[src/rtl/sdf_stage_ctrl_if.sv]
// sdf_stage_ctrl_if
// Bundles the sample-side handshake and the datapath control outputs of one
// radix-2 SDF FFT stage sequencer.
//   valid_in, sof_in, flush_in       : sample strobe, frame start, drain request
//   dl_valid, bf_sel                 : delay-line shift strobe, butterfly/bypass select
//   tw_en, tw_addr                   : twiddle multiply enable and ROM address
//   valid_out, sof_out               : stage output qualifiers
//   busy, resync_err, in_drop        : status and error pulses
// The master modport is the upstream sample source; the slave modport is the
// sequencer itself.
interface sdf_stage_ctrl_if #(
   parameter int TW_AW = 6
);
   logic             valid_in;
   logic             sof_in;
   logic             flush_in;
   logic             dl_valid;
   logic             bf_sel;
   logic             tw_en;
   logic [TW_AW-1:0] tw_addr;
   logic             valid_out;
   logic             sof_out;
   logic             busy;
   logic             resync_err;
   logic             in_drop;

   modport master (
      output valid_in, sof_in, flush_in,
      input  dl_valid, bf_sel, tw_en, tw_addr, valid_out, sof_out,
             busy, resync_err, in_drop
   );

   modport slave (
      input  valid_in, sof_in, flush_in,
      output dl_valid, bf_sel, tw_en, tw_addr, valid_out, sof_out,
             busy, resync_err, in_drop
   );
endinterface

[src/rtl/sdf_stage_ctrl.sv]
// sdf_stage_ctrl
// Sequencer for one radix-2 single-path delay-feedback FFT stage. Counts
// accepted samples modulo 2*LEN: the first LEN samples of a block fill the
// delay line (and, once primed, push the previous block's differences out
// through the twiddle multiplier); the second LEN samples run the butterfly.
// After the last frame a flush drains the delay line with LEN internal ticks.
// Ports:
//   clk, rst : clock and asynchronous active-high reset
//   bus      : sdf_stage_ctrl_if slave modport (inputs valid_in/sof_in/
//              flush_in, registered control and status outputs)
// Every output is registered, one cycle after the sample or drain tick that
// produced it.
module sdf_stage_ctrl #(
   parameter int LEN   = 8,
   parameter int N_FFT = 64,
   parameter int TW_AW = $clog2(N_FFT)
) (
   input logic             clk,
   input logic             rst,
   sdf_stage_ctrl_if.slave bus
);
   localparam int TW_STRIDE = N_FFT / (2 * LEN);
   localparam int CW        = $clog2(2 * LEN);
   localparam logic [CW-1:0] LAST_FILL  = CW'(LEN - 1);
   localparam logic [CW-1:0] FIRST_BFLY = CW'(LEN);
   localparam logic [CW-1:0] LAST_BFLY  = CW'(2 * LEN - 1);

   typedef enum logic [1:0] {IDLE, FILL, BFLY, DRAIN} state_t;

   state_t           state_q, state_d;
   logic [CW-1:0]    cnt_q, cnt_d;
   logic             primed_q, primed_d;
   logic             flush_pend_q, flush_pend_d;
   logic             dl_valid_q, dl_valid_d;
   logic             bf_sel_q, bf_sel_d;
   logic             tw_en_q, tw_en_d;
   logic [TW_AW-1:0] tw_addr_q, tw_addr_d;
   logic             valid_out_q, valid_out_d;
   logic             sof_out_q, sof_out_d;
   logic             busy_q, busy_d;
   logic             resync_err_q, resync_err_d;
   logic             in_drop_q, in_drop_d;

   // Next-state and output decode. Outputs default to 0 so gap cycles emit
   // nothing; counter and flags hold unless a sample or drain tick is taken.
   always_comb begin
      state_d      = state_q;
      cnt_d        = cnt_q;
      primed_d     = primed_q;
      flush_pend_d = flush_pend_q;
      dl_valid_d   = 1'b0;
      bf_sel_d     = 1'b0;
      tw_en_d      = 1'b0;
      tw_addr_d    = '0;
      valid_out_d  = 1'b0;
      sof_out_d    = 1'b0;
      resync_err_d = 1'b0;
      in_drop_d    = 1'b0;

      case (state_q)
         IDLE: begin
            // Only a frame start wakes the stage; it is the cnt=0 fill sample.
            if (bus.valid_in && bus.sof_in) begin
               state_d    = FILL;
               cnt_d      = CW'(1);
               primed_d   = 1'b0;
               dl_valid_d = 1'b1;
            end
         end

         FILL, BFLY: begin
            // A flush at a block boundary is either acted on at once (primed)
            // or meaningless (nothing stored yet), so it is only remembered
            // when it arrives mid-block.
            if (bus.flush_in && (cnt_q != '0)) begin
               flush_pend_d = 1'b1;
            end

            if ((state_q == FILL) && (cnt_q == '0) && primed_q &&
                (bus.flush_in || flush_pend_q)) begin
               state_d   = DRAIN;
               in_drop_d = bus.valid_in;
            end else if (bus.valid_in) begin
               dl_valid_d = 1'b1;
               if (bus.sof_in && (cnt_q != '0)) begin
                  // Frame start mid-block: abandon the block and restart
                  // unprimed with this sample as cnt=0.
                  resync_err_d = 1'b1;
                  primed_d     = 1'b0;
                  state_d      = FILL;
                  cnt_d        = CW'(1);
               end else if (state_q == FILL) begin
                  if (primed_q) begin
                     valid_out_d = 1'b1;
                     tw_en_d     = 1'b1;
                     tw_addr_d   = TW_AW'(cnt_q) * TW_AW'(TW_STRIDE);
                  end
                  cnt_d = cnt_q + CW'(1);
                  if (cnt_q == LAST_FILL) begin
                     state_d = BFLY;
                  end
               end else begin
                  bf_sel_d    = 1'b1;
                  valid_out_d = 1'b1;
                  sof_out_d   = !primed_q && (cnt_q == FIRST_BFLY);
                  if (cnt_q == LAST_BFLY) begin
                     cnt_d    = '0;
                     primed_d = 1'b1;
                     state_d  = (flush_pend_q || bus.flush_in) ? DRAIN : FILL;
                  end else begin
                     cnt_d = cnt_q + CW'(1);
                  end
               end
            end
         end

         DRAIN: begin
            // Self-timed: one tick per clock pushes the last differences out.
            dl_valid_d  = 1'b1;
            valid_out_d = 1'b1;
            tw_en_d     = 1'b1;
            tw_addr_d   = TW_AW'(cnt_q) * TW_AW'(TW_STRIDE);
            in_drop_d   = bus.valid_in;
            if (cnt_q == LAST_FILL) begin
               state_d      = IDLE;
               cnt_d        = '0;
               primed_d     = 1'b0;
               flush_pend_d = 1'b0;
            end else begin
               cnt_d = cnt_q + CW'(1);
            end
         end

         default: begin
            state_d = IDLE;
         end
      endcase

      busy_d = (state_d != IDLE);
   end

   // State and registered outputs; reset drops any partial block.
   always_ff @(posedge clk or posedge rst) begin
      if (rst) begin
         state_q      <= IDLE;
         cnt_q        <= '0;
         primed_q     <= 1'b0;
         flush_pend_q <= 1'b0;
         dl_valid_q   <= 1'b0;
         bf_sel_q     <= 1'b0;
         tw_en_q      <= 1'b0;
         tw_addr_q    <= '0;
         valid_out_q  <= 1'b0;
         sof_out_q    <= 1'b0;
         busy_q       <= 1'b0;
         resync_err_q <= 1'b0;
         in_drop_q    <= 1'b0;
      end else begin
         state_q      <= state_d;
         cnt_q        <= cnt_d;
         primed_q     <= primed_d;
         flush_pend_q <= flush_pend_d;
         dl_valid_q   <= dl_valid_d;
         bf_sel_q     <= bf_sel_d;
         tw_en_q      <= tw_en_d;
         tw_addr_q    <= tw_addr_d;
         valid_out_q  <= valid_out_d;
         sof_out_q    <= sof_out_d;
         busy_q       <= busy_d;
         resync_err_q <= resync_err_d;
         in_drop_q    <= in_drop_d;
      end
   end

   assign bus.dl_valid   = dl_valid_q;
   assign bus.bf_sel     = bf_sel_q;
   assign bus.tw_en      = tw_en_q;
   assign bus.tw_addr    = tw_addr_q;
   assign bus.valid_out  = valid_out_q;
   assign bus.sof_out    = sof_out_q;
   assign bus.busy       = busy_q;
   assign bus.resync_err = resync_err_q;
   assign bus.in_drop    = in_drop_q;
endmodule

[src/flat_wrapper.sv]
// flat-port wrapper written by rule: the top's interface ports become plain ports
module sdf_stage_ctrl_flat 
#(
   parameter int LEN   = 8,
   parameter int N_FFT = 64,
   parameter int TW_AW = $clog2(N_FFT)
)
  (clk, rst, bus_valid_in, bus_sof_in, bus_flush_in, bus_dl_valid, bus_bf_sel, bus_tw_en, bus_tw_addr, bus_valid_out, bus_sof_out, bus_busy, bus_resync_err, bus_in_drop);
  sdf_stage_ctrl_if #(.TW_AW(TW_AW)) bus_i ();
  input logic clk;
  input logic rst;
  input wire logic [$bits(bus_i.valid_in)-1:0] bus_valid_in;
  input wire logic [$bits(bus_i.sof_in)-1:0] bus_sof_in;
  input wire logic [$bits(bus_i.flush_in)-1:0] bus_flush_in;
  output wire logic [$bits(bus_i.dl_valid)-1:0] bus_dl_valid;
  output wire logic [$bits(bus_i.bf_sel)-1:0] bus_bf_sel;
  output wire logic [$bits(bus_i.tw_en)-1:0] bus_tw_en;
  output wire logic [$bits(bus_i.tw_addr)-1:0] bus_tw_addr;
  output wire logic [$bits(bus_i.valid_out)-1:0] bus_valid_out;
  output wire logic [$bits(bus_i.sof_out)-1:0] bus_sof_out;
  output wire logic [$bits(bus_i.busy)-1:0] bus_busy;
  output wire logic [$bits(bus_i.resync_err)-1:0] bus_resync_err;
  output wire logic [$bits(bus_i.in_drop)-1:0] bus_in_drop;
  assign bus_i.valid_in = bus_valid_in;
  assign bus_i.sof_in = bus_sof_in;
  assign bus_i.flush_in = bus_flush_in;
  assign bus_dl_valid = bus_i.dl_valid;
  assign bus_bf_sel = bus_i.bf_sel;
  assign bus_tw_en = bus_i.tw_en;
  assign bus_tw_addr = bus_i.tw_addr;
  assign bus_valid_out = bus_i.valid_out;
  assign bus_sof_out = bus_i.sof_out;
  assign bus_busy = bus_i.busy;
  assign bus_resync_err = bus_i.resync_err;
  assign bus_in_drop = bus_i.in_drop;
  sdf_stage_ctrl #(.LEN(LEN), .N_FFT(N_FFT), .TW_AW(TW_AW)) u_core (.clk(clk), .rst(rst), .bus(bus_i));
endmodule
[config.mk]
export PLATFORM = sky130hd
export DESIGN_NAME = sdf_stage_ctrl_flat
export DESIGN_NICKNAME = d
export VERILOG_FILES = /design/src/rtl/sdf_stage_ctrl_if.sv /design/src/rtl/sdf_stage_ctrl.sv /design/src/flat_wrapper.sv
export SDC_FILE = /design/constraint.sdc
export NUM_CORES = 1
export LEC_CHECK = 0
export CORE_ASPECT_RATIO = 1.75
export CORE_MARGIN = 3
export CORE_UTILIZATION = 40
export DETAILED_ROUTE_END_ITERATION = 6
export HOLD_SLACK_MARGIN = 0.1
export PLACE_DENSITY_LB_ADDON = 0.25
export SLEW_MARGIN = 30
export SYNTH_ARGS = -nofsm -noshare
export SYNTH_HDL_FRONTEND = slang
export SYNTH_SLANG_ARGS = --single-unit
[constraint.sdc]
create_clock -name clk -period 4.02 [get_ports clk]
set_clock_uncertainty 0.05 [all_clocks]
set_input_delay 0.402 -clock clk [delete_from_list [all_inputs] [get_ports clk]]
set_output_delay 0.402 -clock clk [all_outputs]
set_load 0.005 [all_outputs]
==> metrics.cfg, run 1 <==
[cts]
cts.clk_slew.worst_paths_ns = 0.08
cts.sinks = 20
cts_tree = done
cts_max_path_buffers = 2
ctsHoldBuffers = 0
post-cts-setup-buffers = 0
cts_resized = 0
htreeDepth = 1
clk_latency_ns = 0.26
root_buffer = clkbuf_8
numCtsBuffers = 3

[setup_path]
worst-r2r-setup-slack_ns = 1.81
crit_start = u_core.cnt_q[0]
worstSetupEndpointType = flip-flop
worstPathCellList = inv_1, ha_1, or3b_1, a21boi_2, o21ai_0, nor3b_1, a22o_1
crit_family = simple AND/OR/NAND/NOR gates
critPathCapture = u_core.cnt_q[2]
cp_data_required_time_ns = 4.18
r2r-start = u_core.cnt_q[0]
r2r.worst_path.cells = 7
crit_buf_inv = 1
crit_path_max_fanout = 8
path_depth = 7
cpPeakStageDelay_ns = 0.51
reg2reg_to = u_core.cnt_q[2]
arrival_ns = 2.36
start_kind = flip-flop
crit_type = flip-flop to flip-flop
critPathSlowestCell = or3b_1

[sta]
clock.fmax_mhz = 453.1
slew_headroom_pct = 50.02
rsz0062_at_grt = no
fin_crit_ns = 2.207
hold_violations = 0
setup_viol = 0
period_share_pct = 54.90
tns_ns = 0
worstMarginPinSlew_ns = 0.7489
final_max_slew_viol_count = 0
hold_ws_ns = 0.5022

[route]
drc = 0
dr_total_vias = 1022
totalWireLength_um = 2659
ant_nets = 0
viasPerCell = 6.194
drtPass1Iterations = 4
wl_per_cell_um = 16.12
drt_iter0_drc = 44

[synthesis]
syn_area_sq_um = 1181
synth_cells = 126
ys_types = 45
synth_flop_cell = dfrtp_1
avgSynthCellArea_sq_um = 9.374
synth-seq-cells = 20
ys_seq_area_share_pct = 42.37
ys_async_sr_fraction_pct = 100.0
ys_warn_count = 0
synth_edf_count = 0

[global_route]
grt_max_degree = 21
grt_use_total_pct = 15.67
grt_first_pass_wirelength_um = 4284
grt_pass1_vias = 933
grt-ovfl-total = 0
grt_antenna_before_repair = 0

[worst_hold_path]
worstHoldStart = u_core.primed_q
hold_class = flip-flop to flip-flop

[die]
start_util_pct = 42.91
die_w_um = 47.08
die_h_um = 77.89
dieArea_sq_um = 3666
core_area_sq_um = 2753
rows = 25
io_pins = 19

[placement]
gp_congestion = 0.9457
portBuffers = 16
hpwl_um = 1834

[status]
status = completed

[finish]
mostFrequentLayoutCells = 20 x dfrtp_1, 16 x clkdlybuf4s50_1, 9 x nor2_1
layout_commonest_cell = dfrtp_1
fill_cells = 259
diodes = 0
area_growth_pct = 17.80
nets = 150
drive_gt1_share_pct = 8.696

[power]
vdd_drop_max_uv = 502.3
p_leak_nw = 0.6158
power_density_nw_per_um2 = 650.3

[run]
cap_violations = 0

==> report_power, final <==
group          leakage, nW  switching [W]  total (W)  internal [W]
Clock               0.0357      0.0000693   0.000202      0.000133
Combinational        0.316       0.000258   0.000435      0.000177
Sequential           0.264      0.0000285   0.000267      0.000239
==> worst min-delay path by stage <==
stage	end	cells past startpoint
floorplan	u_core.bus.bf_sel	1
global placement	u_core.bus.sof_out	1
detailed placement	u_core.bus.sof_out	1
CTS	u_core.bus.sof_out	1
global route	u_core.bus.sof_out	1
finish	u_core.bus.sof_out	1
==> routing by layer <==
| layer | GRT usage (%) | share of wire, % |
|---|---|---|
| met1 | 18.52 | 38 |
| met2 | 26.02 | 52 |
| met3 | 2.552 | 7.1 |
| met4 | 7.202 | 3.2 |
| met5 | 0 | 0 |
==> registers in the layout, indices dropped and copies added (netlist names) <==
signal,cells
u_core.bus.resync_err,1
u_core.bus.tw_addr,4
u_core.cnt_q,4
u_core.bus.in_drop,1
u_core.bus.valid_out,1
u_core.bus.tw_en,1
u_core.bus.dl_valid,1
u_core.primed_q,1
u_core.bus.sof_out,1
u_core.state_q,2
u_core.bus.bf_sel,1
u_core.flush_pend_q,1
u_core.bus.busy,1
==> final cells by class <==
type	count	area (sq um)	share of cell area (%)
clock buffer	3	41.29	2.968
inverter	6	22.52	1.619
multi-input combinational	92	603.1	43.35
sequential	20	500.5	35.97
tap	27	33.78	2.428
clock inverter	1	30.03	2.158
timing repair buffer	16	160.2	11.51
==> per-stage QoR <==
step                instances  cell area, sq um  util, %  setup slack [ns]  power (W)
detailed placement        161              1320    47.95             1.805  0.0006892
CTS                       165              1391    50.55             1.854  0.0009001
floorplan                 127              1185        -             2.080  0.0005830
global placement          161              1320    47.95             1.815  0.0006862
global route              165              1391    50.55             1.662  0.0009573
finish                    165              1391    50.55             1.813  0.0009048
==> kinds of logic after synthesis <==
kind of cell,share of synthesized area [%]
other,0.3175
adders and majority gates,6.356
xor gates and xnor gates,0.7417
buffers and inverters,6.885
and+or+nand+nor,19.92
muxes,1.801
DFF,42.37
AOI/OAI and AO/OA,21.61
==> cells in the mapped netlist, types with 2 or more instances <==
master / number / area [sq um]
a21o_1: 3 / 22.52
a21oi_1: 8 / 40.04
a31oi_1: 2 / 12.51
and2_1: 5 / 31.28
and3_1: 2 / 12.51
buf_2: 2 / 10.01
buf_4: 2 / 15.01
buf_6: 2 / 22.52
clkbuf_1: 3 / 11.26
dfrtp_1: 20 / 500.5
ha_1: 6 / 75.07
inv_1: 6 / 22.52
nand2_1: 8 / 30.03
nand2b_1: 3 / 18.77
nand3_1: 3 / 15.01
nor2_1: 9 / 33.78
nor3_1: 4 / 20.02
o211ai_1: 3 / 22.52
o21ai_0: 8 / 40.04
o22ai_1: 2 / 12.51
(Power assumes the default switching activity.)
==> inputs of run 2 (changes only) <==
clock period = 2.3 ns   (was 4.02 ns; I/O delays follow)
==> run 2 against run 1 <==
Critical path type unchanged. Largest power group unchanged. Critical path depth down 1. Wire length down 0.79%. Highest routed layer unchanged. Via count up 1.3%. Final cell count up 2.4%. Core utilization up 0.59 points. Fmax up 4.1%.
==> metrics.cfg, run 2 (synthesized netlist as in run 1, its figures left out) <==
[finish]
drive_gt1_share_pct = 11.97
area_growth_pct = 19.17
nets = 154
mostFrequentLayoutCells = 20 x dfrtp_1, 16 x clkdlybuf4s50_1, 9 x nor2_1
layout_commonest_cell = dfrtp_1
diodes = 0
fill_cells = 270
final_util_pct = 51.14

[global_route]
grt_max_degree = 21
grt_pass1_vias = 943
grtUsageMet2_pct = 26.98
use_met3_pct = 2.320
grt-ovfl-total = 0
grt_first_pass_wirelength_um = 4319
grt_use_met1_pct = 18.26
grt_use_total_pct = 16.20
grt_busiest_layer = met2
grt_antenna_before_repair = 0

[cts]
cts.sinks = 20
cts_tree = done
htreeDepth = 1
ctsHoldBuffers = 0
numCtsBuffers = 3
clk_latency_ns = 0.27
cts_max_path_buffers = 2
post-cts-setup-buffers = 0
cts.clk_slew.worst_paths_ns = 0.07
root_buffer = clkbuf_8

[setup_path]
arrival_ns = 2.27
start_kind = flip-flop
critPathSlowestCell = ha_1
crit_path_max_fanout = 12
crit_type = flip-flop to flip-flop
worstPathCellList = inv_1, ha_1, a21boi_2, o21ai_0, nor3b_1, a22o_1
r2r-start = u_core.state_q[1]
crit_start = u_core.state_q[1]
worstSetupEndpointType = flip-flop
cpPeakStageDelay_ns = 0.52
cp_data_required_time_ns = 2.45

[route]
totalWireLength_um = 2638
ant_nets = 0
drt_iter0_drc = 80
dr_total_vias = 1035
drc = 0
viasPerCell = 6.124
wl_per_cell_um = 15.61
drtPass1Iterations = 4

[placement]
portBuffers = 16
gp_congestion = 0.8786
hpwl_um = 1919

[die]
start_util_pct = 42.91
die_w_um = 47.08
core_area_sq_um = 2753
dieArea_sq_um = 3666
rows = 25
io_pins = 19
die_h_um = 77.89

[sta]
slew_headroom_pct = 49.94
worstMarginPinSlew_ns = 0.7501
tns_ns = 0
clock.fmax_mhz = 471.7
hold_violations = 0
rsz0062_at_grt = no
fin_crit_ns = 2.120
setup_viol = 0
final_max_slew_viol_count = 0
hold_ws_ns = 0.3391
period_share_pct = 92.17

[run]
cap_violations = 0

[status]
status = completed

[worst_hold_path]
hold_class = input pin to async pin

[power]
power_density_nw_per_um2 = 1064
p_leak_nw = 0.6305
vdd_drop_max_uv = 693.2

run 2: changes by cell type in the layout (fill, tap and decap cells not counted), sizes merged:
cell / previous run / this run
bufinv: 1 / 0
buf: 0 / 4
clkbuf: 3 / 4
run 2: metal layers:
metal | vias to the layer above | share of wire, %
met4 | 0 | 5.0
met3 | 14 | 7.8
met1 | 482 | 36
met5 | - | 0
li1 | 475 | -
met2 | 64 | 51
run 2: power breakdown:
part | switching, W | internal (W) | leakage, nW
Sequential | 0.0000506 | 0.000417 | 0.264
Combinational | 0.000430 | 0.000329 | 0.338
Clock | 0.000118 | 0.000153 | 0.0288
Total | 0.000598 | 0.000899 | 0.630
run 2: critical path: cells and delay by family, from the launching register on:
| kind | cells | cell delay, ns |
|---|---|---|
| AND/OR/NAND/NOR | 1 | 0.28 |
| buffers and inverters | 1 | 0.13 |
| flip-flops | 1 | 0.44 |
| adder cells (fa/ha/maj) | 1 | 0.52 |
| AO/OA/AOI/OAI | 3 | 0.64 |
run 2: path summary, 6_finish.rpt:
check                      depth (start not counted)            endpoint  slack [ns]
setup / recovery                                   6     u_core.cnt_q[2]        0.18
setup reg to reg                                   6     u_core.cnt_q[2]        0.18
hold / removal                                     2     u_core.bus.busy        0.34
max in group asynchronous                          2     u_core.cnt_q[3]        1.38
min in group clk                                   1  u_core.bus.sof_out        0.49
hold reg to reg                                    1  u_core.bus.sof_out        0.49
run 2: cell type report:
class	instances	area, sq um	area share, %
Inverter	6	22.52	1.600
Clock buffer	4	55.05	3.911
Tap cell	27	33.78	2.400
Timing Repair Buffer	20	190.2	13.51
Sequential cell	20	500.5	35.56
Multi-Input combinational cell	92	605.6	43.02
run 2: what timing repair did:
| item | in CTS | in global routing |
|---|---|---|
| hold endpoints to repair | 0 | 0 |
| gates resized for setup | 0 | 1 |
| endpoints found under the setup margin | 0 | 1 |
run 2: metrics by stage:
step	power [W]	worst slack [ns]	cell area (sq um)	cells
after global placement	0.001203	0.2310	1350	165
after CTS	0.001491	0.1551	1405	169
after detailed placement	0.001212	0.1921	1350	165
final	0.001497	0.1800	1408	169
after global routing	0.001614	0.07393	1408	169
after floorplan	0.001019	0.3602	1185	127
